$ cat src/rtl/ps2_pkg.sv
// Shared definitions for the PS/2 keyboard transmitter: frame size,
// sequencer states and the odd-parity helper.
package ps2_pkg;

  // Start + 8 data + parity + stop.
  localparam int PS2_FRAME_BITS = 11;

  // Sequencer states: idle lines, clock-high half, clock-low half, inter-frame gap.
  typedef enum logic [1:0] {
    IDLE,
    HIGH,
    LOW,
    GAP
  } ps2_state_t;

  // Odd parity bit: makes the total count of ones in data+parity odd.
  function automatic logic odd_parity(input logic [7:0] data);
    return ~^data;
  endfunction

endpackage

$ cat src/rtl/ps2_tx_fifo.sv
// Small byte FIFO feeding the PS/2 transmitter. Read data is presented
// combinationally from the head entry so the sequencer can pop and load its
// shift register on the same edge. Flags are registered.
module ps2_tx_fifo
  import ps2_pkg::*;
#(
  parameter int DEPTH = 4
) (
  input  logic       clk,
  input  logic       resetn,
  input  logic       push,
  input  logic [7:0] push_data,
  input  logic       pop,
  output logic [7:0] pop_data,
  output logic       full,
  output logic       empty
);

  localparam int PTR_W = $clog2(DEPTH);
  localparam logic [PTR_W:0] DEPTH_CNT = (PTR_W + 1)'(DEPTH);

  logic [7:0]       mem [DEPTH];
  logic [PTR_W-1:0] wr_ptr_reg;
  logic [PTR_W-1:0] rd_ptr_reg;
  logic [PTR_W:0]   count_reg;
  logic [PTR_W:0]   count_next;
  logic             full_reg;
  logic             empty_reg;
  logic             do_push;
  logic             do_pop;

  // A push into a full FIFO or a pop from an empty one is silently ignored.
  assign do_push  = push & ~full_reg;
  assign do_pop   = pop & ~empty_reg;
  assign pop_data = mem[rd_ptr_reg];
  assign full     = full_reg;
  assign empty    = empty_reg;

  // Storage array; no reset needed since contents are only read when valid.
  always_ff @(posedge clk) begin
    if (do_push) begin
      mem[wr_ptr_reg] <= push_data;
    end
  end

  // Occupancy bookkeeping for the next cycle.
  always_comb begin
    count_next = count_reg;
    case ({do_push, do_pop})
      2'b10:   count_next = count_reg + (PTR_W + 1)'(1);
      2'b01:   count_next = count_reg - (PTR_W + 1)'(1);
      default: count_next = count_reg;
    endcase
  end

  // Pointers, count and registered flags; pointers wrap as DEPTH is a power of two.
  always_ff @(posedge clk or negedge resetn) begin
    if (!resetn) begin
      wr_ptr_reg <= '0;
      rd_ptr_reg <= '0;
      count_reg  <= '0;
      full_reg   <= 1'b0;
      empty_reg  <= 1'b1;
    end else begin
      if (do_push) begin
        wr_ptr_reg <= wr_ptr_reg + PTR_W'(1);
      end
      if (do_pop) begin
        rd_ptr_reg <= rd_ptr_reg + PTR_W'(1);
      end
      count_reg <= count_next;
      full_reg  <= (count_next == DEPTH_CNT);
      empty_reg <= (count_next == '0);
    end
  end

endmodule

$ cat src/rtl/ps2_keyboard_tx.sv
// Device-side PS/2 keyboard emulator: buffers scan-code bytes and serialises
// each as an 11-bit frame, generating both the PS/2 clock and data lines.
// Data only changes while the PS/2 clock is high so the host can sample
// during the low phase.
module ps2_keyboard_tx
  import ps2_pkg::*;
#(
  parameter int CLK_DIV    = 2500,
  parameter int GAP_BITS   = 2,
  parameter int FIFO_DEPTH = 4
) (
  input  logic       clk,
  input  logic       resetn,
  input  logic       tx_valid,
  input  logic [7:0] tx_data,
  output logic       tx_ready,
  output logic       ps2_clk,
  output logic       ps2_data,
  output logic       busy
);

  // The gap is the longest interval timed, so it sizes the shared counter.
  localparam int GAP_CLKS = GAP_BITS * 2 * CLK_DIV;
  localparam int CNT_W    = $clog2(GAP_CLKS);
  localparam int IDX_W    = $clog2(PS2_FRAME_BITS);

  localparam logic [CNT_W-1:0] HALF_LAST = CNT_W'(CLK_DIV - 1);
  localparam logic [CNT_W-1:0] GAP_LAST  = CNT_W'(GAP_CLKS - 1);
  localparam logic [IDX_W-1:0] LAST_IDX  = IDX_W'(PS2_FRAME_BITS - 1);

  ps2_state_t                state_reg;
  ps2_state_t                state_next;
  logic [CNT_W-1:0]          cnt_reg;
  logic [CNT_W-1:0]          cnt_next;
  logic [IDX_W-1:0]          idx_reg;
  logic [IDX_W-1:0]          idx_next;
  logic [PS2_FRAME_BITS-1:0] shift_reg;
  logic [PS2_FRAME_BITS-1:0] shift_next;
  logic                      ps2_clk_reg;
  logic                      ps2_clk_next;
  logic                      ps2_data_reg;
  logic                      ps2_data_next;

  logic                      fifo_push;
  logic                      fifo_pop;
  logic [7:0]                fifo_data;
  logic                      fifo_full;
  logic                      fifo_empty;
  logic [PS2_FRAME_BITS-1:0] frame_word;

  // Ready comes straight from the registered full flag, so a pop on the same
  // edge never lets a push into a full FIFO.
  assign tx_ready  = ~fifo_full;
  assign fifo_push = tx_valid & tx_ready;
  assign ps2_clk   = ps2_clk_reg;
  assign ps2_data  = ps2_data_reg;
  assign busy      = (state_reg != IDLE) | ~fifo_empty;

  // Line order from bit 0: start, data LSB first, odd parity, stop.
  assign frame_word = {1'b1, odd_parity(fifo_data), fifo_data, 1'b0};

  ps2_tx_fifo #(
    .DEPTH (FIFO_DEPTH)
  ) u_fifo (
    .clk       (clk),
    .resetn    (resetn),
    .push      (fifo_push),
    .push_data (tx_data),
    .pop       (fifo_pop),
    .pop_data  (fifo_data),
    .full      (fifo_full),
    .empty     (fifo_empty)
  );

  // Sequencer state, counters, shift register and output line registers.
  always_ff @(posedge clk or negedge resetn) begin
    if (!resetn) begin
      state_reg    <= IDLE;
      cnt_reg      <= '0;
      idx_reg      <= '0;
      shift_reg    <= '1;
      ps2_clk_reg  <= 1'b1;
      ps2_data_reg <= 1'b1;
    end else begin
      state_reg    <= state_next;
      cnt_reg      <= cnt_next;
      idx_reg      <= idx_next;
      shift_reg    <= shift_next;
      ps2_clk_reg  <= ps2_clk_next;
      ps2_data_reg <= ps2_data_next;
    end
  end

  // Next-state logic: half-period timing, bit stepping and the trailing gap.
  always_comb begin
    state_next    = state_reg;
    cnt_next      = cnt_reg;
    idx_next      = idx_reg;
    shift_next    = shift_reg;
    ps2_clk_next  = ps2_clk_reg;
    ps2_data_next = ps2_data_reg;
    fifo_pop      = 1'b0;

    case (state_reg)
      IDLE: begin
        ps2_clk_next  = 1'b1;
        ps2_data_next = 1'b1;
        if (!fifo_empty) begin
          // Pop and put the start bit on the line with the clock still high.
          fifo_pop      = 1'b1;
          shift_next    = frame_word;
          ps2_data_next = frame_word[0];
          idx_next      = '0;
          cnt_next      = '0;
          state_next    = HIGH;
        end
      end

      HIGH: begin
        if (cnt_reg == HALF_LAST) begin
          cnt_next     = '0;
          ps2_clk_next = 1'b0;
          state_next   = LOW;
        end else begin
          cnt_next = cnt_reg + CNT_W'(1);
        end
      end

      LOW: begin
        if (cnt_reg == HALF_LAST) begin
          // Clock rises here; data may change on this same edge.
          cnt_next     = '0;
          ps2_clk_next = 1'b1;
          if (idx_reg == LAST_IDX) begin
            ps2_data_next = 1'b1;
            state_next    = GAP;
          end else begin
            idx_next      = idx_reg + IDX_W'(1);
            shift_next    = {1'b1, shift_reg[PS2_FRAME_BITS-1:1]};
            ps2_data_next = shift_reg[1];
            state_next    = HIGH;
          end
        end else begin
          cnt_next = cnt_reg + CNT_W'(1);
        end
      end

      GAP: begin
        if (cnt_reg == GAP_LAST) begin
          cnt_next   = '0;
          state_next = IDLE;
        end else begin
          cnt_next = cnt_reg + CNT_W'(1);
        end
      end

      default: begin
        state_next = IDLE;
      end
    endcase
  end

endmodule

$ cat config.mk
export PLATFORM = sky130hd
export DESIGN_NAME = ps2_keyboard_tx
export DESIGN_NICKNAME = d
export VERILOG_FILES = /design/src/rtl/ps2_pkg.sv /design/src/rtl/ps2_tx_fifo.sv /design/src/rtl/ps2_keyboard_tx.sv
export SDC_FILE = /design/constraint.sdc
export NUM_CORES = 1
export LEC_CHECK = 0
export CAP_MARGIN = 0
export CORE_ASPECT_RATIO = 1.75
export CORE_MARGIN = 10
export CORE_UTILIZATION = 54
export CTS_CLUSTER_SIZE = 30
export DETAILED_ROUTE_END_ITERATION = 8
export HOLD_SLACK_MARGIN = 0.08
export MAX_ROUTING_LAYER = met4
export PLACE_DENSITY = 0.73
export SETUP_SLACK_MARGIN = 0.4
export SLEW_MARGIN = 30
export SYNTH_ARGS = -nofsm -noshare
export SYNTH_HDL_FRONTEND = slang
export SYNTH_SLANG_ARGS = --single-unit
$ cat constraint.sdc
create_clock -name clk -period 2.4 [get_ports clk]
set_clock_uncertainty 0.1 [all_clocks]
set_input_delay 0.36 -clock clk [delete_from_list [all_inputs] [get_ports clk]]
set_output_delay 0.36 -clock clk [all_outputs]
set_load 0.02 [all_outputs]
Yosys cells after proc, flatten, opt, wreduce, memory -nomap -nowiden
Memory sizes are Yosys's and may differ from the RTL's.
Index checks and enable logic that the tools add are counted.
{ "word_totals": {"elab_cells": 79, "ram_bits": 32, "out_inout_bits": 4, "register_bits": 42, "mem_count": 1} }
{ "op_classes": {"addsub": 6, "n_eq_ne": 14, "muxes": 30, "reduce_logical": 11, "bitwise_logic": 6} }
{ "mem_list": {"columns": ["memory", "words", "word_bits", "read_ports", "rd_clocked_by_memory_dff", "wr", "line_no", "source"], "rows": [
  ["u_fifo.mem", 4, 8, 1, 0, 1, "ps2_tx_fifo.sv:22", "logic [7:0] mem [DEPTH];"]
]} }
{ "ops": {"columns": ["cell", "n"], "rows": [
  ["14-bit two-way mux", 3],
  ["14-bit case mux with 3 select lines", 1],
  ["11-bit two-way mux", 3],
  ["11-bit case mux with 2 select lines", 1],
  ["14-bit by 1-bit adder with 14-bit output (second input constant)", 1],
  ["14-bit by 12-bit == test with 1-bit output (second input constant)", 1],
  ["14-bit == test (second input constant)", 1],
  ["4-bit two-way mux", 3],
  ["2-bit two-way mux", 5],
  ["2-bit != test (second input constant)", 5],
  ["1-bit two-way mux", 9],
  ["2-bit case mux with 4 select lines", 1],
  ["4-bit case mux with 2 select lines", 1],
  ["4-bit AND reduction", 2],
  ["8-bit XNOR reduction", 1],
  ["2-bit == test (second input constant)", 3],
  ["3-bit case mux with 2 select lines", 1],
  ["2-bit by 1-bit adder with 2-bit output (second input constant)", 2],
  ["4-bit by 1-bit adder with 4-bit output (second input constant)", 1],
  ["2-bit by 1-bit == test with 1-bit output (second input constant)", 2],
  ["4-bit == test (second input constant)", 1],
  ["2-bit nonzero test", 2],
  ["3-bit by 1-bit adder with 3-bit output (second input constant)", 1],
  ["1-bit AND", 3],
  ["other kinds (12)", 13]
]} }

Longest topological paths before layout
Gate-level depths: netlist (run 1).
{ "logic_depth": {"word_depth": 6, "depth_mapped": 11, "depth_no_buf": 10} }

By module
A second synthesis (run 1) with hierarchy kept.
{ "unflattened": {"cells_unflattened": 276, "area_unflattened_um2": 3666.0} }
{ "by_module_without_submodules": {"columns": ["mod", "n_inst", "cells_per_inst", "area_each_um2", "seq_area_each_um2"], "rows": [
  ["ps2_keyboard_tx", 1, 189, 1999.4, 789.5],
  ["ps2_tx_fifo", 1, 87, 1666.6, 1187.4]
]} }

Least setup slack after synthesis (run 1)
No wires, ideal clock.
{ "synth_path": {"path_kind": "register to register", "from": "register state_reg[0]", "to": "register u_fifo.full_reg, in the netlist u_fifo.full", "setup_ns": 0.073, "n_path_buf": 1, "t_arrival_ns": 2.300, "slack_ns": -0.073, "stages_incl_launch_ff": 11, "path_cell_list": "dfrtp_1 -> inv_1 -> ha_1 -> buf_6 -> nand2b_1 -> inv_1 -> ha_1 -> fa_1 -> mux2_2 -> or2_2 -> nor2b_1"} }
{ "synth_between": {"elab_chain_len": 6, "word_cells_on_any_way": 7, "classes_between": "3 x eq/ne; 2 x mux; 1 x bitwise; 1 x reduce/logical"} }
{ "synth_rtl": {"columns": ["element", "line_no", "source"], "rows": [
  ["from (decl)", "ps2_keyboard_tx.sv:31", "ps2_state_t state_reg;"],
  ["from (signal assigned)", "ps2_keyboard_tx.sv:85", "state_reg <= state_next;"],
  ["2-bit logical NOT (*)", "ps2_keyboard_tx.sv:104", "case (state_reg)"],
  ["1-bit two-way mux (*)", "ps2_keyboard_tx.sv:104", null],
  ["1-bit AND (*)", "ps2_tx_fifo.sv:34", "assign do_pop = pop & ~empty_reg;"],
  ["2-bit by 1-bit == test with 1-bit output / 2-bit == test (equally long branches)", "ps2_tx_fifo.sv:49", "case ({do_push, do_pop})"],
  ["3-bit case mux with 2 select lines (*)", "ps2_tx_fifo.sv:49", null],
  ["via u_fifo.count_next[1]", "ps2_tx_fifo.sv:26", "logic [PTR_W:0] count_next;"],
  ["3-bit == test (*)", "ps2_tx_fifo.sv:72", "full_reg <= (count_next == DEPTH_CNT);"],
  ["to (signal assigned)", "ps2_tx_fifo.sv:72", null],
  ["to (decl)", "ps2_tx_fifo.sv:27", "logic full_reg;"]
]} }
Mark *: on every way through the listed nets, which the timed path passes. The rest lies on a longest branch.
A chain may end at the register's enable or synchronous reset.

Worst setup path in the final report (run 1)
{ "layout_path": {"from": "register cnt_reg[1]", "to": "register cnt_reg[4]"} }
{ "layout_between": {"elab_chain_len": 3, "word_cells_on_any_way": 6, "classes_between": "1 x add/sub; 2 x eq/ne; 3 x mux"} }
{ "layout_rtl": {"columns": ["element", "line_no", "source"], "rows": [
  ["from (decl)", "ps2_keyboard_tx.sv:33", "logic [CNT_W-1:0] cnt_reg;"],
  ["from (signal assigned)", "ps2_keyboard_tx.sv:86", "cnt_reg <= cnt_next;"],
  ["14-bit by 1-bit adder with 14-bit output, or another cell as far along", "ps2_keyboard_tx.sv:125, ps2_keyboard_tx.sv:144, ps2_keyboard_tx.sv:153", null],
  ["14-bit two-way mux, on equally long branches", "ps2_keyboard_tx.sv:149, ps2_keyboard_tx.sv:120, ps2_keyboard_tx.sv:130", null],
  ["14-bit case mux with 3 select lines (*)", "ps2_keyboard_tx.sv:104", null]
]} }
Every way passes the cells marked *; elsewhere a longest branch is shown, timed or not.

==> Flow_metrics.wiki, run 1 <==
{| class="wikitable"
! Metric !! Value
|-
| Final weighted congestion in routability-driven placement || 0.824
|-
| Post-route antenna net violation count || 0
|-
| Post-synthesis async set-or-reset flop share || 55.6%
|-
| Die H || 127 um
|-
| Pin count of the biggest net entering global routing || 41
|-
| Total buffers and inverters traversed by the critical path || 0
|-
| Sinks on Clock Net || 72
|-
| Data required time of the worst path || 2510 ps
|-
| DRC || 0
|-
| Hold Crit Class || register to register
|-
| Highest-delay cell along the critical path || sky130_fd_sc_hd__or4b_4
|-
| Crit Reg-Reg Endpoint || cnt_reg[4]
|-
| Crit path launch type || register
|-
| CTS tree || done
|-
| Placed instance area || 3880 um2
|-
| Commonest cells after routing, fill and taps aside || sky130_fd_sc_hd__buf_4 (32), sky130_fd_sc_hd__edfxtp_1 (32), sky130_fd_sc_hd__dfrtp_1 (26), sky130_fd_sc_hd__nand2_1 (19), sky130_fd_sc_hd__xnor2_1 (15)
|-
| Share of synthesized area occupied by flip-flops and latches || 55.8%
|-
| Avg Vias per Cell || 5.45
|-
| Cell family contributing the most delay on the critical path || simple AND/OR/NAND/NOR gates
|-
| Crit Path Category || register to register
|-
| Final standard cell area without fillers || 4460 um2
|-
| Slew HR || 64.9%
|-
| Met1 capacity usage during global routing || 13.7%
|-
| Initial core utilization || 55.0%
|-
| Number of iterations in the first detailed-routing pass || 6
|-
| XOR/XNOR Fraction of Synth Area || 5.93%
|-
| Antenna violations before repair || 0
|-
| Layout fillers || 453
|-
| Worst slack on hold paths || 372 ps
|-
| Post-layout min period || 2130 ps
|-
| Net Sw Frac || 31.6%
|-
| Signed area change from the synthesized netlist to the final layout || 25.8%
|-
| Count of antenna diodes in the layout || 0
|-
| Total routing usage reported by global routing || 14.9%
|-
| Critical hold path startpoint || ps2_clk
|-
| Worst R2R Setup Slack || 270 ps
|-
| Hold Path Stages || 2
|-
| Number of synthesized register bits || 72
|-
| Routing usage on met3 || 4.07%
|-
| IO buf count || 14
|-
| Met2 track demand over resource || 26.9%
|-
| Post-synthesis area per instance || 13.4 um2
|-
| Crit path setup slack, layout || 268 ps
|-
| Post-Syn Nets || 290
|-
| Hold Path End || ps2_clk
|-
| Primary FF master, synth || sky130_fd_sc_hd__edfxtp_1
|-
| Utilization after layout || 69.2%
|-
| Hold violation total from the final report || 0
|-
| Leakage power summed over all cells || 1.75 nW
|-
| Portion of netlist area occupied by mux cells || 11.4%
|-
| Worst-path clk slew || 60 ps
|-
| Largest family of logic cells by synthesized area || multiplexers
|-
| Number of synthesized flops with an enable pin || 32
|-
| Simple-gate share of the synthesized area || 10.2%
|-
| Share of the synthesized area in the top cell type || 27.1%
|-
| Power per Cell Area || 1310 nW/um2
|-
| Sequential cell area || 1980 um2
|-
| Cell type with the highest aggregate area in the netlist || sky130_fd_sc_hd__edfxtp_1
|-
| Ordered list of cells on the worst path || ha_4 > or4b_4 > o41ai_4 > a21boi_4 > or2_4 > o21ai_2
|-
| Area taken by multi-input logic gates || 1600 um2
|-
| Net Switching || 1.85 mW
|-
| Count of pins over their slew limit || 0
|-
| Inserted Clock Buffers || 9
|-
| Setup repair after global routing missed its margin || true
|-
| Worst Max-Slew Pin Slew || 526 ps
|-
| Dpl ws || -44.4 ps
|-
| Residual overflow from global routing || 0
|-
| Via total after detailed routing || 2,192
|-
| Synthesized instance count || 264
|-
| Highest net fanout along the worst path || 6
|-
| DRC violation total after the first TritonRoute iteration || 109
|-
| Number of distinct standard cells referenced by the synthesized netlist || 48
|-
| Total number of H-tree levels || 3
|-
| Kind of end point of the critical path || register
|-
| Critical path arrival || 2250 ps
|-
| Chip Width || 81.2 um
|-
| Clock Power Share || 23.8%
|-
| Number of global-route vias before repair || 2,380
|-
| Launching point of the worst reg2reg path || cnt_reg[1]
|-
| WL/cell || 17.4 um
|-
| Final Non-Filler Cells || 402
|-
| Die area || 10,300 um2
|-
| Buffers from clock root to sink, at most || 2
|-
| Area inside the core boundary || 6440 um2
|-
| Global-route wire length before repair || 11.3 mm
|-
| Compound-Gate Fraction of Synth Area || 7.27%
|-
| Summed instance area of the synthesized netlist || 3540 um2
|-
| Max reg flops || 32
|-
| Highest clock frequency the design can meet || 0.469 GHz
|-
| GR peak layer || met2
|-
| Area share of fa/ha/maj cells after synthesis || 5.51%
|-
| Final routed wirelength across all metal layers || 7.00 mm
|-
| Internal cell power || 3.99 mW
|-
| Placed cell count || 364
|-
| Most area-consuming cells after synthesis || sky130_fd_sc_hd__edfxtp_1 (27%), sky130_fd_sc_hd__dfrtp_1 (20%), sky130_fd_sc_hd__dfstp_2 (8.9%), sky130_fd_sc_hd__mux2_2 (5.7%), sky130_fd_sc_hd__mux4_2 (5.1%)
|-
| Net count reported at finish || 341
|-
| Final period util || 88.8%
|-
| Clock Root Buffer || sky130_fd_sc_hd__clkbuf_16
|-
| Crit-path max cell delay || 470 ps
|-
| Insertion delay to the later sink of the worst-skew pair || 340 ps
|-
| Maximum Capacitance Violations || 0
|-
| Worst Reg-to-Reg Cells || 6
|-
| Top-Level Pins || 15
|-
| Peak supply drop || 810 uV
|-
| Share of final-layout standard cells stronger than drive strength 1 || 40.9%
|-
| Logic pwr share || 44.4%
|-
| Final setup fails || 0
|-
| Run status || complete, no violations
|-
| Count of synthesis-stage warnings from yosys || 0
|-
| Proportion of power drawn by flip-flops and latches || 31.8%
|-
| Detailed Place HPWL || 4.66 mm
|-
| Num rows || 39
|}
## Yosys cell counts (4+ instances only)
cell and count:
sky130_fd_sc_hd__nand3_1 12, sky130_fd_sc_hd__nor2_1 9, sky130_fd_sc_hd__xnor2_1 16, sky130_fd_sc_hd__xor2_1 8
sky130_fd_sc_hd__mux2_2 18, sky130_fd_sc_hd__nand2_1 19, sky130_fd_sc_hd__mux4_2 8, sky130_fd_sc_hd__ha_1 14
sky130_fd_sc_hd__dfstp_2 12, sky130_fd_sc_hd__clkbuf_1 4, sky130_fd_sc_hd__dfrtp_1 28, sky130_fd_sc_hd__inv_1 11
sky130_fd_sc_hd__edfxtp_1 32, sky130_fd_sc_hd__o21ai_2 10, sky130_fd_sc_hd__o21ai_0 11, sky130_fd_sc_hd__and2_1 5
sky130_fd_sc_hd__nor2b_1 4
## power groups by stage
stage,clock [mW],sequential [mW],combinational (mW)
6_report,1.39,1.86,2.59
5_1_grt,1.47,1.89,2.81
4_1_cts,1.42,1.85,2.33
3_5_place_dp,0,1.88,2.13
3_3_place_gp,0,1.87,2.06
2_1_floorplan,0,1.82,1.75
## layer usage
| layer | wire length, um | share of wire (%) | vias up |
|---|---|---|---|
| li1 | - | - | 1057 |
| met1 | 2640 | 38 | 1091 |
| met2 | 4000 | 57 | 30 |
| met3 | 166 | 2.4 | 14 |
| met4 | 192 | 2.7 | 0 |
| met5 | 0 | 0 | - |
## cell families after synthesis
kind of cell               Yosys count
xor gates and xnor gates            24
DFF                                 72
buffers and inverters               22
AOI/OAI and AO/OA                   35
muxes                               28
adders and majority gates           15
and+or+nand+nor                     68
## per-stage QoR
step	setup TNS (ps)	total power, mW
4_1_cts	0	5.60
5_1_grt	0	6.17
6_report	0	5.84
3_5_place_dp	-69.6	4.01
2_1_floorplan	0	3.56
3_3_place_gp	0	3.93
## tightest hold or removal path, delay by kind of cell, from the launching register on
family           cells  cell delay (ps)
flip-flops           1              360
AND/OR/NAND/NOR      1               50
AO/OA/AOI/OAI        1               60
## layout make-up
type | count | area share (%)
clock buffer | 9 | 5.05
clock inverter | 7 | 1.94
inverter | 11 | 0.982
multi-input combinational | 171 | 35.8
sequential | 72 | 44.4
tap | 82 | 2.30
timing repair buffer | 50 | 9.49
## how the worst max path moves through the flow
stage / from / to / slack (ps) / cells past startpoint
2_1_floorplan: state_reg[1] / u_fifo.full / 190 / 10
3_5_place_dp: tx_valid / u_fifo.full / -40 / 8
6_report: cnt_reg[1] / cnt_reg[4] / 270 / 6
3_3_place_gp: tx_valid / u_fifo.full / 20 / 8
5_1_grt: cnt_reg[1] / cnt_reg[4] / 190 / 6
4_1_cts: cnt_reg[12] / idx_reg[1] / 240 / 7
## timing repair
action / in CTS / in global routing
endpoints found under the setup margin: 31 / 33
pin swaps: 5 / 7
endpoints found under the hold margin: 0 / 28
gates resized for setup: 10 / 24
hold buffers: 0 / 1
buffers inserted: 12 / 7
gates cloned: 1 / 1
(Power assumes the default switching activity.)
==> run 2, diff against run 1 <==
--- a/config.mk
+++ b/config.mk
@@ -6,7 +6,7 @@
 export NUM_CORES = 1
 export LEC_CHECK = 0
 export CAP_MARGIN = 0
-export CORE_ASPECT_RATIO = 1.75
+export CORE_ASPECT_RATIO = 1.1
 export CORE_MARGIN = 10
 export CORE_UTILIZATION = 54
 export CTS_CLUSTER_SIZE = 30
==> run 2 against run 1 <==
Critical path depth rose by 3. Sequential power barely moved. Clock power fell by 31%. Global-route usage fell by 1.7 points. Final cell count fell by 1.7%. Register-to-register slack improved by 20 ps. Core utilization rose by 0.45 points. Combinational power fell by 2%. Worst hold slack improved by 10 ps. Final area fell by 2.0%. Maximum frequency rose by 0.94%. Critical endpoint is now u_fifo.full. Highest routed layer unchanged.
==> Flow_metrics.wiki, run 2 (synthesis gave the netlist of run 1 again) <==
{| class="wikitable"
! Metric !! Value
|-
| Chip Width || 97.3 um
|-
| Highest clock frequency the design can meet || 0.473 GHz
|-
| Critical path arrival || 2290 ps
|-
| Clock Root Buffer || sky130_fd_sc_hd__clkbuf_8
|-
| Sinks on Clock Net || 72
|-
| CTS tree || done
|-
| Slew HR || 44.1%
|-
| Proportion of power drawn by flip-flops and latches || 34.4%
|-
| Max reg flops || 32
|-
| Worst slack on hold paths || 383 ps
|-
| Area inside the core boundary || 6270 um2
|-
| Maximum Capacitance Violations || 0
|-
| Die H || 105 um
|-
| Pin count of the biggest net entering global routing || 38
|-
| Worst-path clk slew || 80 ps
|-
| DRC || 0
|-
| Sum of met2 wire segment lengths after detailed routing || 3.25 mm
|-
| Total routing usage reported by global routing || 13.3%
|-
| Logic pwr share || 47.7%
|-
| Via total after detailed routing || 2,164
|-
| Area taken by multi-input logic gates || 1660 um2
|-
| Inserted Clock Buffers || 9
|-
| Final setup fails || 0
|-
| Hold violation total from the final report || 0
|-
| Die area || 10,200 um2
|-
| Net Sw Frac || 33.4%
|-
| Final period util || 88.0%
|-
| Buffers from clock root to sink, at most || 2
|-
| Global-route wire length before repair || 10.9 mm
|-
| Commonest cells after routing, fill and taps aside || sky130_fd_sc_hd__edfxtp_1 (32), sky130_fd_sc_hd__dfrtp_1 (25), sky130_fd_sc_hd__buf_4 (25), sky130_fd_sc_hd__nand2_1 (19), sky130_fd_sc_hd__xnor2_1 (16)
|-
| Residual overflow from global routing || 0
|-
| Antenna violations before repair || 0
|-
| Layout fillers || 419
|-
| Leakage power summed over all cells || 1.70 nW
|-
| Top-Level Pins || 15
|-
| Net count reported at finish || 336
|-
| Sequential cell area || 1980 um2
|-
| Final weighted congestion in routability-driven placement || 0.788
|-
| Post-route antenna net violation count || 0
|-
| Setup repair after global routing missed its margin || true
|-
| Peak supply drop || 663 uV
|-
| Most common library cell in the layout ignoring fill and taps || sky130_fd_sc_hd__edfxtp_1
|-
| Insertion delay to the later sink of the worst-skew pair || 350 ps
|-
| WL met3 || 226 um
|-
| Post-layout min period || 2110 ps
|-
| Avg Vias per Cell || 5.48
|-
| Crit Path Category || register to register
|-
| WL/cell || 16.5 um
|-
| Power per Cell Area || 1220 nW/um2
|-
| Hold Crit Class || register to register
|-
| Met1 WL || 2.91 mm
|-
| Worst Max-Slew Pin Slew || 838 ps
|-
| Total number of H-tree levels || 3
|-
| Share of final-layout standard cells stronger than drive strength 1 || 41.3%
|-
| Initial core utilization || 56.5%
|-
| Run status || complete, no violations
|-
| Data required time of the worst path || 2580 ps
|-
| Crit path launch type || register
|-
| Top Metal Used || met4
|-
| Kind of end point of the critical path || register
|-
| Count of pins over their slew limit || 0
|-
| Internal cell power || 3.56 mW
|-
| Number of iterations in the first detailed-routing pass || 5
|-
| IO buf count || 14
|-
| Highest net fanout along the worst path || 4
|-
| DRC violation total after the first TritonRoute iteration || 77
|-
| Signed area change from the synthesized netlist to the final layout || 23.2%
|-
| Summed negative setup slack over all endpoints || 0 ps
|-
| Final routed wirelength across all metal layers || 6.51 mm
|-
| Num rows || 30
|-
| Net Switching || 1.78 mW
|-
| Number of global-route vias before repair || 2,280
|-
| Count of antenna diodes in the layout || 0
|-
| Clock Power Share || 17.8%
|-
| Detailed Place HPWL || 4.26 mm
|}
[run 2: changes by cell type in the layout (fill, tap and decap cells not counted), sizes merged]
cell,before,now
buf,36,31
clkinvlp,2,1
inv,11,12
bufinv,2,1
clkbuf,10,11
[run 2: path summary, 6_finish.rpt]
check	startpoint	end	slack, ps	cells after the start
setup reg to reg	state_reg[0]	u_fifo.full	290	9
min in group asynchronous	resetn	idx_reg[1]	550	2
hold / removal	ps2_clk	ps2_clk	380	2
max in group asynchronous	resetn	shift_reg[5]	980	3
setup / recovery	state_reg[0]	u_fifo.full	290	9
hold reg to reg	ps2_clk	ps2_clk	380	2
[run 2: through the flow]
stage | util [%] | setup slack (ps) | instance area, um2 | instances | power (mW)
2_1_floorplan | - | 190 | 3620 | 264 | 3.56
3_3_place_gp | 61.7 | 22.4 | 3870 | 361 | 3.93
3_5_place_dp | 61.7 | -42.1 | 3870 | 361 | 3.99
4_1_cts | 66.8 | 271 | 4190 | 389 | 5.11
5_1_grt | 69.7 | 227 | 4370 | 395 | 5.70
6_report | 69.7 | 288 | 4370 | 395 | 5.34
[run 2: timing repair]
action,in CTS,in global routing
endpoints found under the setup margin,31,35
resized for setup,9,37
pin swaps,5,15
hold buffers,1,0
hold endpoints to repair,28,0
setup buffers,10,6
gates cloned,1,0
[run 2: power groups by stage]
stage / registers [mW] / clock network (mW) / logic (mW)
6_report: 1.84 / 0.953 / 2.55
5_1_grt: 1.88 / 1.04 / 2.78
4_1_cts: 1.84 / 0.977 / 2.30
3_5_place_dp: 1.87 / 0 / 2.12
3_3_place_gp: 1.86 / 0 / 2.07
2_1_floorplan: 1.82 / 0 / 1.75
[run 2: final cells by class]
cell class | count | share of cell area (%)
clock inverter | 6 | 1.58
clock buffer | 10 | 2.92
inverter | 11 | 1.00
sequential | 72 | 45.4
timing repair buffer | 45 | 8.85
tap | 80 | 2.29
multi-input combinational | 171 | 38.0
[run 2: critical path: stages (launching register included)]
cell	delay (ps)
sky130_fd_sc_hd__dfrtp_1	400
sky130_fd_sc_hd__inv_2	80
sky130_fd_sc_hd__ha_4	160
sky130_fd_sc_hd__nand2b_4	70
sky130_fd_sc_hd__inv_4	60
sky130_fd_sc_hd__ha_4	120
sky130_fd_sc_hd__fa_2	420
sky130_fd_sc_hd__mux2_4	280
sky130_fd_sc_hd__or2_4	230
sky130_fd_sc_hd__nor2b_1	120
[run 2: per-layer routing]
layer  GRT usage (%)  vias up
met3            2.70       10
met5               -        -
li1                -     1040
met1            16.1     1070
met2            20.7       44
met4            6.44        0
==> run 3, diff against run 2 <==
--- a/config.mk
+++ b/config.mk
@@ -8,12 +8,12 @@
 export CAP_MARGIN = 0
 export CORE_ASPECT_RATIO = 1.1
 export CORE_MARGIN = 10
-export CORE_UTILIZATION = 54
+export CORE_UTILIZATION = 60
 export CTS_CLUSTER_SIZE = 30
 export DETAILED_ROUTE_END_ITERATION = 8
 export HOLD_SLACK_MARGIN = 0.08
 export MAX_ROUTING_LAYER = met4
-export PLACE_DENSITY = 0.73
+export PLACE_DENSITY = 0.77
 export SETUP_SLACK_MARGIN = 0.4
 export SLEW_MARGIN = 30
 export SYNTH_ARGS = -nofsm -noshare
==> constraint.sdc (replaced) <==
create_clock -name clk -period 2 [get_ports clk]
set_clock_uncertainty 0.1 [all_clocks]
set_input_delay 0.3 -clock clk [delete_from_list [all_inputs] [get_ports clk]]
set_output_delay 0.3 -clock clk [all_outputs]
set_load 0.02 [all_outputs]
==> run 3 against run 2 <==
Final area increased by 6.6%. Critical endpoint is now idx_reg[1]. Critical path depth down 1. Critical path type unchanged. The flow now finishes with violations (negative setup slack). Power is 29% higher. Worst hold slack got worse by 52 ps. Register-to-register slack lost 450 ps. Core utilization increased by 11 points. Via count increased by 7.7%.
==> Flow_metrics.wiki, run 3 (synthesis gave the netlist of run 1 again) <==
{| class="wikitable"
! Metric !! Value
|-
| Max reg flops || 32
|-
| Area inside the core boundary || 5770 um2
|-
| Share of final-layout standard cells stronger than drive strength 1 || 48.3%
|-
| Critical path arrival || 2290 ps
|-
| Number of global-route vias before repair || 2,552
|-
| Count of antenna diodes in the layout || 0
|-
| DRC violation total after the first TritonRoute iteration || 221
|-
| Antenna violations before repair || 0
|-
| Final setup fails || 30
|-
| Insertion delay to the later sink of the worst-skew pair || 350 ps
|-
| Final period util || 108%
|-
| CTS tree || done
|-
| Inserted Clock Buffers || 9
|-
| Die area || 9390 um2
|-
| Hold violation total from the final report || 0
|-
| Crit path launch type || register
|-
| Worst slack on hold paths || 331 ps
|-
| GR peak layer || met2
|-
| Die H || 101 um
|-
| Global-route wire length before repair || 12.4 mm
|-
| Crit path setup slack, layout || -160 ps
|-
| Num rows || 29
|-
| Worst-path clk slew || 90 ps
|-
| Buffers from clock root to sink, at most || 2
|-
| Worst Max-Slew Pin Slew || 488 ps
|-
| Commonest cells after routing, fill and taps aside || sky130_fd_sc_hd__buf_4 (52), sky130_fd_sc_hd__edfxtp_1 (32), sky130_fd_sc_hd__dfrtp_1 (28), sky130_fd_sc_hd__nand2_1 (18), sky130_fd_sc_hd__xnor2_1 (14)
|-
| DRC || 0
|-
| Routing usage on met3 || 2.68%
|-
| Met1 capacity usage during global routing || 19.9%
|-
| Detailed Place HPWL || 5.06 mm
|-
| Violated checks || negative setup slack
|-
| Data required time of the worst path || 2130 ps
|-
| Pin count of the biggest net entering global routing || 23
|-
| Post-route antenna net violation count || 0
|-
| Setup repair after global routing missed its margin || true
|-
| Final routed wirelength across all metal layers || 7.58 mm
|-
| Maximum Capacitance Violations || 0
|-
| Total routing usage reported by global routing || 17.3%
|-
| WL/cell || 17.8 um
|-
| Layout fillers || 325
|-
| Net count reported at finish || 369
|-
| Initial core utilization || 61.4%
|-
| Run status || finished with violations
|-
| Peak supply drop || 1300 uV
|-
| Count of pins over their slew limit || 0
|-
| Number of iterations in the first detailed-routing pass || 4
|-
| Residual overflow from global routing || 0
|-
| Avg Vias per Cell || 5.48
|-
| Hold Crit Class || input pin to asynchronous set/reset pin
|-
| Clock Root Buffer || sky130_fd_sc_hd__clkbuf_8
|-
| Chip Width || 93.3 um
|-
| Signed area change from the synthesized netlist to the final layout || 31.3%
|-
| Top-Level Pins || 15
|-
| Sinks on Clock Net || 72
|-
| Slew HR || 67.5%
|-
| Kind of end point of the critical path || register
|-
| Most common library cell in the layout ignoring fill and taps || sky130_fd_sc_hd__buf_4
|-
| Power per Cell Area || 1480 nW/um2
|-
| Leakage power summed over all cells || 1.87 nW
|-
| Met2 track demand over resource || 28.9%
|-
| IO buf count || 14
|-
| Via total after detailed routing || 2,330
|-
| Highest net fanout along the worst path || 5
|-
| Crit Path Category || register to register
|-
| Area taken by multi-input logic gates || 1680 um2
|-
| Highest clock frequency the design can meet || 0.463 GHz
|-
| Dpl ws || -391 ps
|-
| Total number of H-tree levels || 3
|-
| Final weighted congestion in routability-driven placement || 0.830
|-
| Sequential cell area || 1980 um2
|-
| Post-layout min period || 2160 ps
|}
run 3: cell count changes in the layout (fill, tap and decap cells not counted), sizes merged, moves of 2 or more:
cell,before,now
clkinvlp,1,3
clkdlybuf4s50,11,9
buf,31,65
clkdlybuf4s15,0,2
run 3: layout make-up:
cell class,count,area share [%]
timing repair buffer,78,14.6
inverter,11,0.994
clock inverter,6,0.967
tap,77,2.07
clock buffer,10,2.74
sequential,72,42.5
multi-input combinational,171,36.2
run 3: power breakdown:
group          internal [mW]  switching, mW  leakage, nW
sequential              2.01          0.236        0.789
combinational           2.08           1.56         1.01
clock                  0.454          0.559       0.0789
run 3: layer usage:
| metal | wire (um) | share of wire, % | vias up |
|---|---|---|---|
| li1 | - | - | 1105 |
| met1 | 3240 | 43 | 1167 |
| met2 | 3920 | 52 | 43 |
| met3 | 227 | 3.0 | 15 |
| met4 | 187 | 2.5 | 0 |
| met5 | 0 | 0 | - |
run 3: metrics by stage:
step | power, mW | instances | cell area [um2] | TNS, ps | utilization [%]
2_1_floorplan | 4.46 | 264 | 3690 | -2080 | -
3_3_place_gp | 5.14 | 390 | 4180 | -2900 | 72.5
3_5_place_dp | 5.27 | 390 | 4180 | -4380 | 72.5
4_1_cts | 6.72 | 420 | 4560 | -1890 | 79.1
5_1_grt | 7.31 | 425 | 4660 | -4970 | 80.7
6_report | 6.90 | 425 | 4660 | -2890 | 80.7
run 3: worst paths after layout:
path | start | end | slack [ps] | cells after the start
worst max-delay path | cnt_reg[0] | idx_reg[1] | -160 | 8
worst min-delay path | resetn | idx_reg[0] | 330 | 2
worst max register to register | cnt_reg[0] | idx_reg[1] | -160 | 8
worst min register to register | ps2_clk | ps2_clk | 410 | 2
max in group asynchronous | resetn | u_fifo.empty | 890 | 3
min in group clk | ps2_clk | ps2_clk | 410 | 2
run 3: critical path: stages, from the launching register on:
cell                      delay, ps
sky130_fd_sc_hd__dfrtp_1        390
sky130_fd_sc_hd__ha_4           160
sky130_fd_sc_hd__buf_6           90
sky130_fd_sc_hd__nor4b_4        220
sky130_fd_sc_hd__and4_1         270
sky130_fd_sc_hd__mux2i_1        100
sky130_fd_sc_hd__nor2b_1        210
sky130_fd_sc_hd__buf_4          200
sky130_fd_sc_hd__mux2_4         310
run 3: timing repair:
item | 4_1_cts | 5_1_grt
endpoints found under the setup margin | 40 | 37
setup buffers | 12 | 5
hold endpoints to repair | 10 | 0
pin swaps | 14 | 5
resized for setup | 34 | 17
cloned | 1 | 0
hold buffers | 1 | 0
